==> src/rtl/axis_arb_pkg.sv <==
// Shared definitions for the N-channel AXI-Stream packet arbiter:
// default widths, FSM state encoding and the round-robin pick function.
package axis_arb_pkg;

  localparam int DEF_DATA_WIDTH = 64;
  localparam int DEF_USER_WIDTH = 80;
  localparam int DEF_KEEP_WIDTH = DEF_DATA_WIDTH / 8;
  localparam int CH_MAX         = 8;

  localparam logic [0:0] ST_IDLE = 1'b0;
  localparam logic [0:0] ST_BUSY = 1'b1;

  // Returns a one-hot grant: first request found scanning upward from the
  // channel after the one-hot last grant, wrapping at n.
  function automatic logic [CH_MAX-1:0] rr_pick(
    input logic [CH_MAX-1:0] req,
    input logic [CH_MAX-1:0] last_oh,
    input int                n
  );
    logic [CH_MAX-1:0] gnt;
    logic [2:0]        idx;
    int                base;
    gnt  = '0;
    base = 0;
    for (int i = 0; i < CH_MAX; i++) begin
      if (i < n && last_oh[3'(i)]) base = i;
    end
    for (int i = 1; i <= CH_MAX; i++) begin
      if (i <= n) begin
        idx = 3'((base + i) % n);
        if (gnt == '0 && req[idx]) gnt[idx] = 1'b1;
      end
    end
    return gnt;
  endfunction

endpackage

==> src/rtl/axis_rr_pick.sv <==
// Combinational rotate-priority encoder: picks the next requester after the
// one-hot pointer, wrapping around P_CH_NUM channels.
module axis_rr_pick
  import axis_arb_pkg::*;
#(
  parameter int P_CH_NUM = 4
) (
  input  logic [P_CH_NUM-1:0] req,
  input  logic [P_CH_NUM-1:0] ptr,
  output logic [P_CH_NUM-1:0] gnt,
  output logic                any
);

  logic [CH_MAX-1:0] req_w;
  logic [CH_MAX-1:0] ptr_w;
  logic [CH_MAX-1:0] gnt_w;

  always_comb begin
    req_w                 = '0;
    ptr_w                 = '0;
    req_w[P_CH_NUM-1:0]   = req;
    ptr_w[P_CH_NUM-1:0]   = ptr;
    gnt_w                 = rr_pick(req_w, ptr_w, P_CH_NUM);
  end

  assign gnt = gnt_w[P_CH_NUM-1:0];
  assign any = |gnt_w;

endmodule

==> src/rtl/axis_pkt_arbiter_n.sv <==
// N-channel AXI-Stream packet arbiter: packet-granular round-robin with a
// registered output stage. Define AXIS_ARB_STATS_EN for per-channel packet counters.
module axis_pkt_arbiter_n
  import axis_arb_pkg::*;
#(
  parameter  int P_CH_NUM     = 4,
  parameter  int P_DATA_WIDTH = DEF_DATA_WIDTH,
  parameter  int P_USER_WIDTH = DEF_USER_WIDTH,
  localparam int P_KEEP_WIDTH = P_DATA_WIDTH / 8
) (
  input  logic                             i_clk,
  input  logic                             i_rst,
  input  logic [P_CH_NUM-1:0]              i_ch_en,
  input  logic [P_CH_NUM*P_DATA_WIDTH-1:0] s_axis_data,
  input  logic [P_CH_NUM*P_USER_WIDTH-1:0] s_axis_user,
  input  logic [P_CH_NUM*P_KEEP_WIDTH-1:0] s_axis_keep,
  input  logic [P_CH_NUM-1:0]              s_axis_last,
  input  logic [P_CH_NUM-1:0]              s_axis_valid,
  output logic [P_CH_NUM-1:0]              s_axis_ready,
  output logic [P_DATA_WIDTH-1:0]          m_axis_out_data,
  output logic [P_USER_WIDTH-1:0]          m_axis_out_user,
  output logic [P_KEEP_WIDTH-1:0]          m_axis_out_keep,
  output logic                             m_axis_out_last,
  output logic                             m_axis_out_valid,
  input  logic                             m_axis_out_ready,
  output logic [P_CH_NUM-1:0]              o_grant
`ifdef AXIS_ARB_STATS_EN
  ,
  output logic [P_CH_NUM*32-1:0]           o_pkt_cnt,
  output logic                             o_pkt_active
`endif
);

  localparam logic [P_CH_NUM-1:0] PTR_RST = {1'b1, {(P_CH_NUM-1){1'b0}}};

  logic [0:0]              state_q, state_d;
  logic [P_CH_NUM-1:0]     grant_q, grant_d;
  logic [P_CH_NUM-1:0]     last_grant_q, last_grant_d;
  logic [P_DATA_WIDTH-1:0] out_data_q, out_data_d;
  logic [P_USER_WIDTH-1:0] out_user_q, out_user_d;
  logic [P_KEEP_WIDTH-1:0] out_keep_q, out_keep_d;
  logic                    out_last_q, out_last_d;
  logic                    out_valid_q, out_valid_d;

  logic [P_CH_NUM-1:0]     req;
  logic [P_CH_NUM-1:0]     pick;
  logic                    pick_any;
  logic                    can_load;
  logic                    beat_fire;
  logic [P_DATA_WIDTH-1:0] sel_data;
  logic [P_USER_WIDTH-1:0] sel_user;
  logic [P_KEEP_WIDTH-1:0] sel_keep;
  logic                    sel_last;
  logic                    sel_valid;

  assign req = s_axis_valid & i_ch_en;

  axis_rr_pick #(
    .P_CH_NUM (P_CH_NUM)
  ) u_rr_pick (
    .req (req),
    .ptr (last_grant_q),
    .gnt (pick),
    .any (pick_any)
  );

  // One-hot mux of the granted channel; grant is zero outside BUSY.
  always_comb begin
    sel_data  = '0;
    sel_user  = '0;
    sel_keep  = '0;
    sel_last  = 1'b0;
    sel_valid = 1'b0;
    for (int k = 0; k < P_CH_NUM; k++) begin
      if (grant_q[k]) begin
        sel_data  = sel_data | s_axis_data[k*P_DATA_WIDTH +: P_DATA_WIDTH];
        sel_user  = sel_user | s_axis_user[k*P_USER_WIDTH +: P_USER_WIDTH];
        sel_keep  = sel_keep | s_axis_keep[k*P_KEEP_WIDTH +: P_KEEP_WIDTH];
        sel_last  = sel_last | s_axis_last[k];
        sel_valid = sel_valid | s_axis_valid[k];
      end
    end
  end

  always_comb begin
    can_load     = ~out_valid_q | m_axis_out_ready;
    s_axis_ready = (state_q == ST_BUSY && can_load) ? grant_q : '0;
    beat_fire    = (state_q == ST_BUSY) && can_load && sel_valid;

    state_d      = state_q;
    grant_d      = grant_q;
    last_grant_d = last_grant_q;
    case (state_q)
      ST_IDLE: begin
        if (pick_any) begin
          grant_d      = pick;
          last_grant_d = pick;
          state_d      = ST_BUSY;
        end
      end
      ST_BUSY: begin
        if (beat_fire && sel_last) begin
          grant_d = '0;
          state_d = ST_IDLE;
        end
      end
      default: state_d = ST_IDLE;
    endcase

    out_data_d  = out_data_q;
    out_user_d  = out_user_q;
    out_keep_d  = out_keep_q;
    out_last_d  = out_last_q;
    out_valid_d = out_valid_q;
    if (beat_fire) begin
      out_data_d  = sel_data;
      out_user_d  = sel_user;
      out_keep_d  = sel_keep;
      out_last_d  = sel_last;
      out_valid_d = 1'b1;
    end else if (m_axis_out_ready) begin
      out_valid_d = 1'b0;
    end
  end

  always_ff @(posedge i_clk) begin
    if (!i_rst) begin
      state_q      <= ST_IDLE;
      grant_q      <= '0;
      last_grant_q <= PTR_RST;
      out_data_q   <= '0;
      out_user_q   <= '0;
      out_keep_q   <= '0;
      out_last_q   <= 1'b0;
      out_valid_q  <= 1'b0;
    end else begin
      state_q      <= state_d;
      grant_q      <= grant_d;
      last_grant_q <= last_grant_d;
      out_data_q   <= out_data_d;
      out_user_q   <= out_user_d;
      out_keep_q   <= out_keep_d;
      out_last_q   <= out_last_d;
      out_valid_q  <= out_valid_d;
    end
  end

  assign m_axis_out_data  = out_data_q;
  assign m_axis_out_user  = out_user_q;
  assign m_axis_out_keep  = out_keep_q;
  assign m_axis_out_last  = out_last_q;
  assign m_axis_out_valid = out_valid_q;
  assign o_grant          = grant_q;

`ifdef AXIS_ARB_STATS_EN
  logic [31:0] pkt_cnt_q [P_CH_NUM];
  logic [31:0] pkt_cnt_d [P_CH_NUM];

  // A packet counts once its last beat is accepted; counters wrap naturally.
  always_comb begin
    for (int k = 0; k < P_CH_NUM; k++) begin
      pkt_cnt_d[k] = pkt_cnt_q[k];
      if (beat_fire && sel_last && grant_q[k]) pkt_cnt_d[k] = pkt_cnt_q[k] + 32'd1;
    end
  end

  always_ff @(posedge i_clk) begin
    if (!i_rst) begin
      for (int k = 0; k < P_CH_NUM; k++) pkt_cnt_q[k] <= '0;
    end else begin
      for (int k = 0; k < P_CH_NUM; k++) pkt_cnt_q[k] <= pkt_cnt_d[k];
    end
  end

  always_comb begin
    o_pkt_cnt = '0;
    for (int k = 0; k < P_CH_NUM; k++) o_pkt_cnt[k*32 +: 32] = pkt_cnt_q[k];
  end

  assign o_pkt_active = (state_q == ST_BUSY);
`endif

endmodule

==> config.mk <==
export PLATFORM = sky130hd
export DESIGN_NAME = axis_pkt_arbiter_n
export DESIGN_NICKNAME = d
export VERILOG_FILES = /design/src/rtl/axis_arb_pkg.sv /design/src/rtl/axis_rr_pick.sv /design/src/rtl/axis_pkt_arbiter_n.sv
export SDC_FILE = /design/constraint.sdc
export NUM_CORES = 1
export LEC_CHECK = 0
export CAP_MARGIN = 5
export CORE_AREA = 2 2 304 306
export DETAILED_ROUTE_END_ITERATION = 10
export DIE_AREA = 0 0 306 308
export GPL_TIMING_DRIVEN = 0
export SYNTH_ARGS = -nofsm -noshare
export SYNTH_HDL_FRONTEND = slang
export SYNTH_SLANG_ARGS = --single-unit
==> constraint.sdc <==
create_clock -name i_clk -period 3.39 [get_ports i_clk]
set_input_delay 0.678 -clock i_clk [delete_from_list [all_inputs] [get_ports i_clk]]
set_output_delay 0.678 -clock i_clk [all_outputs]
set_load 0.005 [all_outputs]
==> impl_table.tex <==
\begin{tabular}{lr}
\hline
Metric & Value \\
\hline
\multicolumn{2}{l}{\textbf{Layout}} \\
\quad Syn-to-layout area delta & 114\% \\
\quad Final cell area excluding filler cells & 18,900 um\^{}2 \\
\quad End-of-flow core utilization & 0.208 \\
\quad NumNets Final & 2,451 \\
\quad Fraction of final layout cells with drive strength greater than 1 & 0.0355 \\
\quad Final std cells w/o fill & 3,033 \\
\multicolumn{2}{l}{\textbf{Logic synthesis}} \\
\quad Number of nets in the synthesized netlist & 1,654 \\
\quad Synthesis-stage register bit count & 162 \\
\quad Most common flop cell mapped by yosys & sky130\_fd\_sc\_hd\_\_dfxtp\_1 \\
\quad Cell Area, Synth & 8840 um\^{}2 \\
\quad Adder-cell share of the synthesized area & 0.00991 \\
\quad Xor and xnor fraction of the mapped netlist area & 0 \\
\quad Register area share after synthesis & 0.367 \\
\quad Mux cell area share after synthesis & 0.00170 \\
\quad Synth async-reset ratio & 0 \\
\quad Number of flops mapped to enable cells by yosys & 0 \\
\quad Cell variety after synth & 58 \\
\quad Dominant combinational cell family by area after synthesis & compound AO/OA/AOI/OAI gates \\
\quad Fraction of the mapped netlist area in simple logic gates & 0.107 \\
\quad Compound-Gate Fraction of Synth Area & 0.458 \\
\quad Number of cells produced by synthesis & 1,024 \\
\quad Syn\_area\_per\_cell & 8.63 um\^{}2 \\
\quad Total number of yosys warnings & 0 \\
\multicolumn{2}{l}{\textbf{Critical path}} \\
\quad Worst-case register-to-register setup slack & 200 ps \\
\quad Total buffers and inverters traversed by the critical path & 4 \\
\quad Peak fanout along the critical path & 10 \\
\quad Startpoint class of the critical path & register \\
\quad Reg2Reg Launch Point & last\_grant\_q[2] \\
\quad Logic depth of the worst register-to-register path & 11 \\
\quad Critical path class & reg2out \\
\quad Slowest cell delay on critical path & 530 ps \\
\quad Slowest stage cell, crit path & sky130\_fd\_sc\_hd\_\_clkdlybuf4s50\_1 \\
\quad Crit path capture type & primary output \\
\quad Chain of cells forming the critical path & clkbuf\_8, clkbuf\_8, clkbuf\_4, and3\_1, clkdlybuf4s50\_1 \\
\quad Cell class contributing the biggest share of worst-path delay & buffers and inverters \\
\quad Arr. time, crit path & 2560 ps \\
\quad Critical path required time & 2710 ps \\
\quad Most Frequent Cell on Critical Path & sky130\_fd\_sc\_hd\_\_clkbuf\_8 \\
\quad FF-to-FF End & state\_q \\
\multicolumn{2}{l}{\textbf{Timing}} \\
\quad Post-route clock skew & 12.3 ps \\
\quad Hold Fails Final Rpt & 0 \\
\quad Highest achievable clock rate & 309 MHz \\
\quad Slew Limit Fails & 0 \\
\quad Rel. slew slack & 0.109 \\
\quad Final Hold Slack & 472 ps \\
\quad Final setup violation count & 0 \\
\quad Total negative setup slack & 0 ps \\
\quad Least-Margin Pin Slew & 1340 ps \\
\quad Share of the clock period used by the worst path & 0.955 \\
\quad RSZ-0062 raised after global routing & no \\
\quad Post-layout minimum cycle time & 3240 ps \\
\multicolumn{2}{l}{\textbf{Placement}} \\
\quad Buffers on Ports & 783 \\
\quad Weighted congestion reported at the end of routability-driven placement & 0.937 \\
\quad Final HPWL DP & 71,000 um \\
\quad Placed cell count & 2,994 \\
\quad Post-placement cell area & 18,200 um\^{}2 \\
\multicolumn{2}{l}{\textbf{Floorplan}} \\
\quad DIE AREA & 94,200 um\^{}2 \\
\quad Core outline area & 91,000 um\^{}2 \\
\quad Standard-cell rows & 111 \\
\quad Horiz. Die Dim & 306 um \\
\quad Starting utilization of the core area & 0.0972 \\
\quad Height of the die & 308 um \\
\quad Number of top-level pins & 785 \\
\multicolumn{2}{l}{\textbf{Clock network}} \\
\quad Sink count of the clock tree & 162 \\
\quad Clock latency on the worst-skew pair & 510 ps \\
\quad CTS root buf & sky130\_fd\_sc\_hd\_\_clkbuf\_16 \\
\quad CTS tree & yes \\
\quad H-Tree Depth & 4 \\
\quad Post-CTS Setup Bufs & 0 \\
\quad Hold buffer count at cts & 0 \\
\quad Largest buffer count on any clock path & 2 \\
\quad CTS clock-pin slew for the worst setup and hold paths & 70 ps \\
\quad Clock buffers created by TritonCTS & 17 \\
\multicolumn{2}{l}{\textbf{Global route}} \\
\quad Pin count of the biggest net entering global routing & 29 \\
\quad Total congestion overflow & 0 \\
\quad Global-route usage over all layers & 0.173 \\
\quad Wire length of the first global-routing pass & 109,000 um \\
\quad Initial antenna violation count & 39 \\
\quad Number of global-route vias before repair & 12,700 \\
\multicolumn{2}{l}{\textbf{Routing}} \\
\quad DRC marker count from the first detailed-route iteration & 1,047 \\
\quad Detail-routed via count per cell & 4.28 \\
\quad Wire length reported by the detailed router & 85,000 um \\
\quad Total number of vias & 13,000 \\
\quad Number of detailed-route iterations in the first pass & 5 \\
\quad Remaining design rule violation count & 0 \\
\quad Post-detailed-route count of antenna-violating nets & 0 \\
\quad Routed WL per cell & 28.0 um \\
\multicolumn{2}{l}{\textbf{Job}} \\
\quad Number of maximum-capacitance violations & 0 \\
\multicolumn{2}{l}{\textbf{Worst hold path}} \\
\quad Worst hold path depth & 2 \\
\quad Type of the tightest min-delay check & reg2reg \\
\quad Worst hold start & m\_axis\_out\_last \\
\quad Worst Hold End & m\_axis\_out\_last \\
\multicolumn{2}{l}{\textbf{Power}} \\
\quad Leakage component of the power & 0.00568 uW \\
\quad Maximum vdd drop & 0.437 mV \\
\quad Power per Cell Area & 695 nW/um\^{}2 \\
\multicolumn{2}{l}{\textbf{Outcome}} \\
\quad Run status & finished clean \\
\hline
\end{tabular}
sequential cells by signal, indices dropped and copies added (netlist names):
name	count
last_grant_q	3
m_axis_out_data	64
m_axis_out_keep	8
m_axis_out_last	1
m_axis_out_user	80
m_axis_out_valid	1
o_grant	4
state_q	1
through the flow:
step / worst slack, ps / total power (uW)
4_1_cts: 19.3 / 13300
2_1_floorplan: 516 / 6430
5_1_grt: 6.07 / 13900
3_5_place_dp: -1420 / 10900
6_report: 153 / 13100
3_3_place_gp: -1450 / 10800
cell families after synthesis:
| family | Yosys count |
|---|---|
| adder cells (fa/ha/maj) | 7 |
| flip-flops | 162 |
| multiplexers | 1 |
| AND/OR/NAND/NOR | 216 |
| AO/OA/AOI/OAI | 509 |
| buffers and inverters | 129 |
Yosys cell counts, types with 2 or more instances:
master / count / area, um^2
sky130_fd_sc_hd__a211oi_2: 2 / 25.0
sky130_fd_sc_hd__a21oi_1: 10 / 50.1
sky130_fd_sc_hd__a22oi_1: 308 / 2310
sky130_fd_sc_hd__a311oi_1: 152 / 1330
sky130_fd_sc_hd__a32oi_1: 2 / 17.5
sky130_fd_sc_hd__and2_1: 2 / 12.5
sky130_fd_sc_hd__and3_1: 8 / 50.1
sky130_fd_sc_hd__buf_1: 13 / 48.8
sky130_fd_sc_hd__clkbuf_1: 109 / 409
sky130_fd_sc_hd__dfxtp_1: 162 / 3240
sky130_fd_sc_hd__ha_1: 7 / 87.6
sky130_fd_sc_hd__inv_1: 4 / 15.0
sky130_fd_sc_hd__nand2_1: 12 / 45.0
sky130_fd_sc_hd__nand2b_1: 3 / 18.8
sky130_fd_sc_hd__nand3_1: 8 / 40.0
sky130_fd_sc_hd__nand3b_1: 2 / 15.0
sky130_fd_sc_hd__nand4_1: 3 / 18.8
sky130_fd_sc_hd__nor2_1: 157 / 589
sky130_fd_sc_hd__nor3_1: 4 / 20.0
sky130_fd_sc_hd__nor4_1: 2 / 12.5
sky130_fd_sc_hd__o2111ai_1: 2 / 17.5
sky130_fd_sc_hd__o211a_1: 2 / 20.0
sky130_fd_sc_hd__o211ai_1: 6 / 45.0
sky130_fd_sc_hd__o21ai_0: 3 / 15.0
sky130_fd_sc_hd__o21ai_1: 3 / 15.0
sky130_fd_sc_hd__o221a_4: 2 / 40.0
sky130_fd_sc_hd__o31a_1: 2 / 17.5
sky130_fd_sc_hd__o32ai_2: 2 / 32.5
sky130_fd_sc_hd__or3_1: 3 / 18.8
worst register-to-register path: stages, from the launching register on:
cell	delay (ps)
sky130_fd_sc_hd__dfxtp_1	470
sky130_fd_sc_hd__nand2b_4	220
sky130_fd_sc_hd__nand2_2	120
sky130_fd_sc_hd__ha_1	420
sky130_fd_sc_hd__nand3b_1	210
sky130_fd_sc_hd__nand4_1	200
sky130_fd_sc_hd__o21a_1	220
sky130_fd_sc_hd__a32oi_1	410
sky130_fd_sc_hd__and3_1	300
sky130_fd_sc_hd__o221a_4	250
sky130_fd_sc_hd__nand2_4	80
sky130_fd_sc_hd__o211a_1	200
power breakdown:
| part | switching (uW) | internal, uW |
|---|---|---|
| Clock | 1020 | 1280 |
| Sequential | 436 | 2610 |
| Combinational | 4400 | 3380 |
| Total | 5860 | 7260 |
final cells by class:
cell class,instances,area (um^2)
Buffer,118,504
Sequential cell,162,3240
Inverter,5,18.8
Timing Repair Buffer,784,7850
Antenna cell,14,35.0
Multi-Input combinational cell,733,5110
Tap cell,1186,1480
Clock inverter,11,175
Fill cell,10100,72100
Clock buffer,20,457
routing by layer:
layer	GRT usage	routed length, um	up-vias
li1	-	-	5806
met5	0	63	-
met1	0.214	36900	6244
met4	0.0627	2500	12
met3	0.0544	6530	119
met2	0.280	39000	799
repair_timing:
item,CTS,global route
setup endpoints to repair,155,7
pin swaps,0,0
gates resized for setup,18,2
cells in the final DEF (no fill, tap or decap), types with 4 or more instances in the layout:
master                              n
sky130_fd_sc_hd__inv_1              4
sky130_fd_sc_hd__nand2_1           12
sky130_fd_sc_hd__diode_2           14
sky130_fd_sc_hd__clkbuf_4           4
sky130_fd_sc_hd__nand3_1            8
sky130_fd_sc_hd__a311oi_1         152
sky130_fd_sc_hd__a21oi_1           10
sky130_fd_sc_hd__clkdlybuf4s50_1  783
sky130_fd_sc_hd__clkbuf_1          94
sky130_fd_sc_hd__o211ai_1           6
sky130_fd_sc_hd__clkbuf_8           5
sky130_fd_sc_hd__clkbuf_16         17
sky130_fd_sc_hd__and3_1             8
sky130_fd_sc_hd__ha_1               7
sky130_fd_sc_hd__buf_1             12
sky130_fd_sc_hd__a22oi_1          308
sky130_fd_sc_hd__dfxtp_1          162
sky130_fd_sc_hd__nor2_1           157
sky130_fd_sc_hd__nor3_1             4
sky130_fd_sc_hd__bufinv_16          4
worst max path at each step:
stage                           startpoint                  end  slack, ps  cells past startpoint
after floorplan            last_grant_q[3]      last_grant_q[2]        520                     12
after global placement    m_axis_out_ready  m_axis_out_data[46]      -1450                      9
after detailed placement        o_grant[2]      s_axis_ready[2]      -1420                      5
after CTS                       o_grant[2]      s_axis_ready[2]         20                      5
after global routing       last_grant_q[2]           o_grant[1]          6                     11
final                           o_grant[2]      s_axis_ready[2]        150                      5
(Power assumes the default switching activity.)
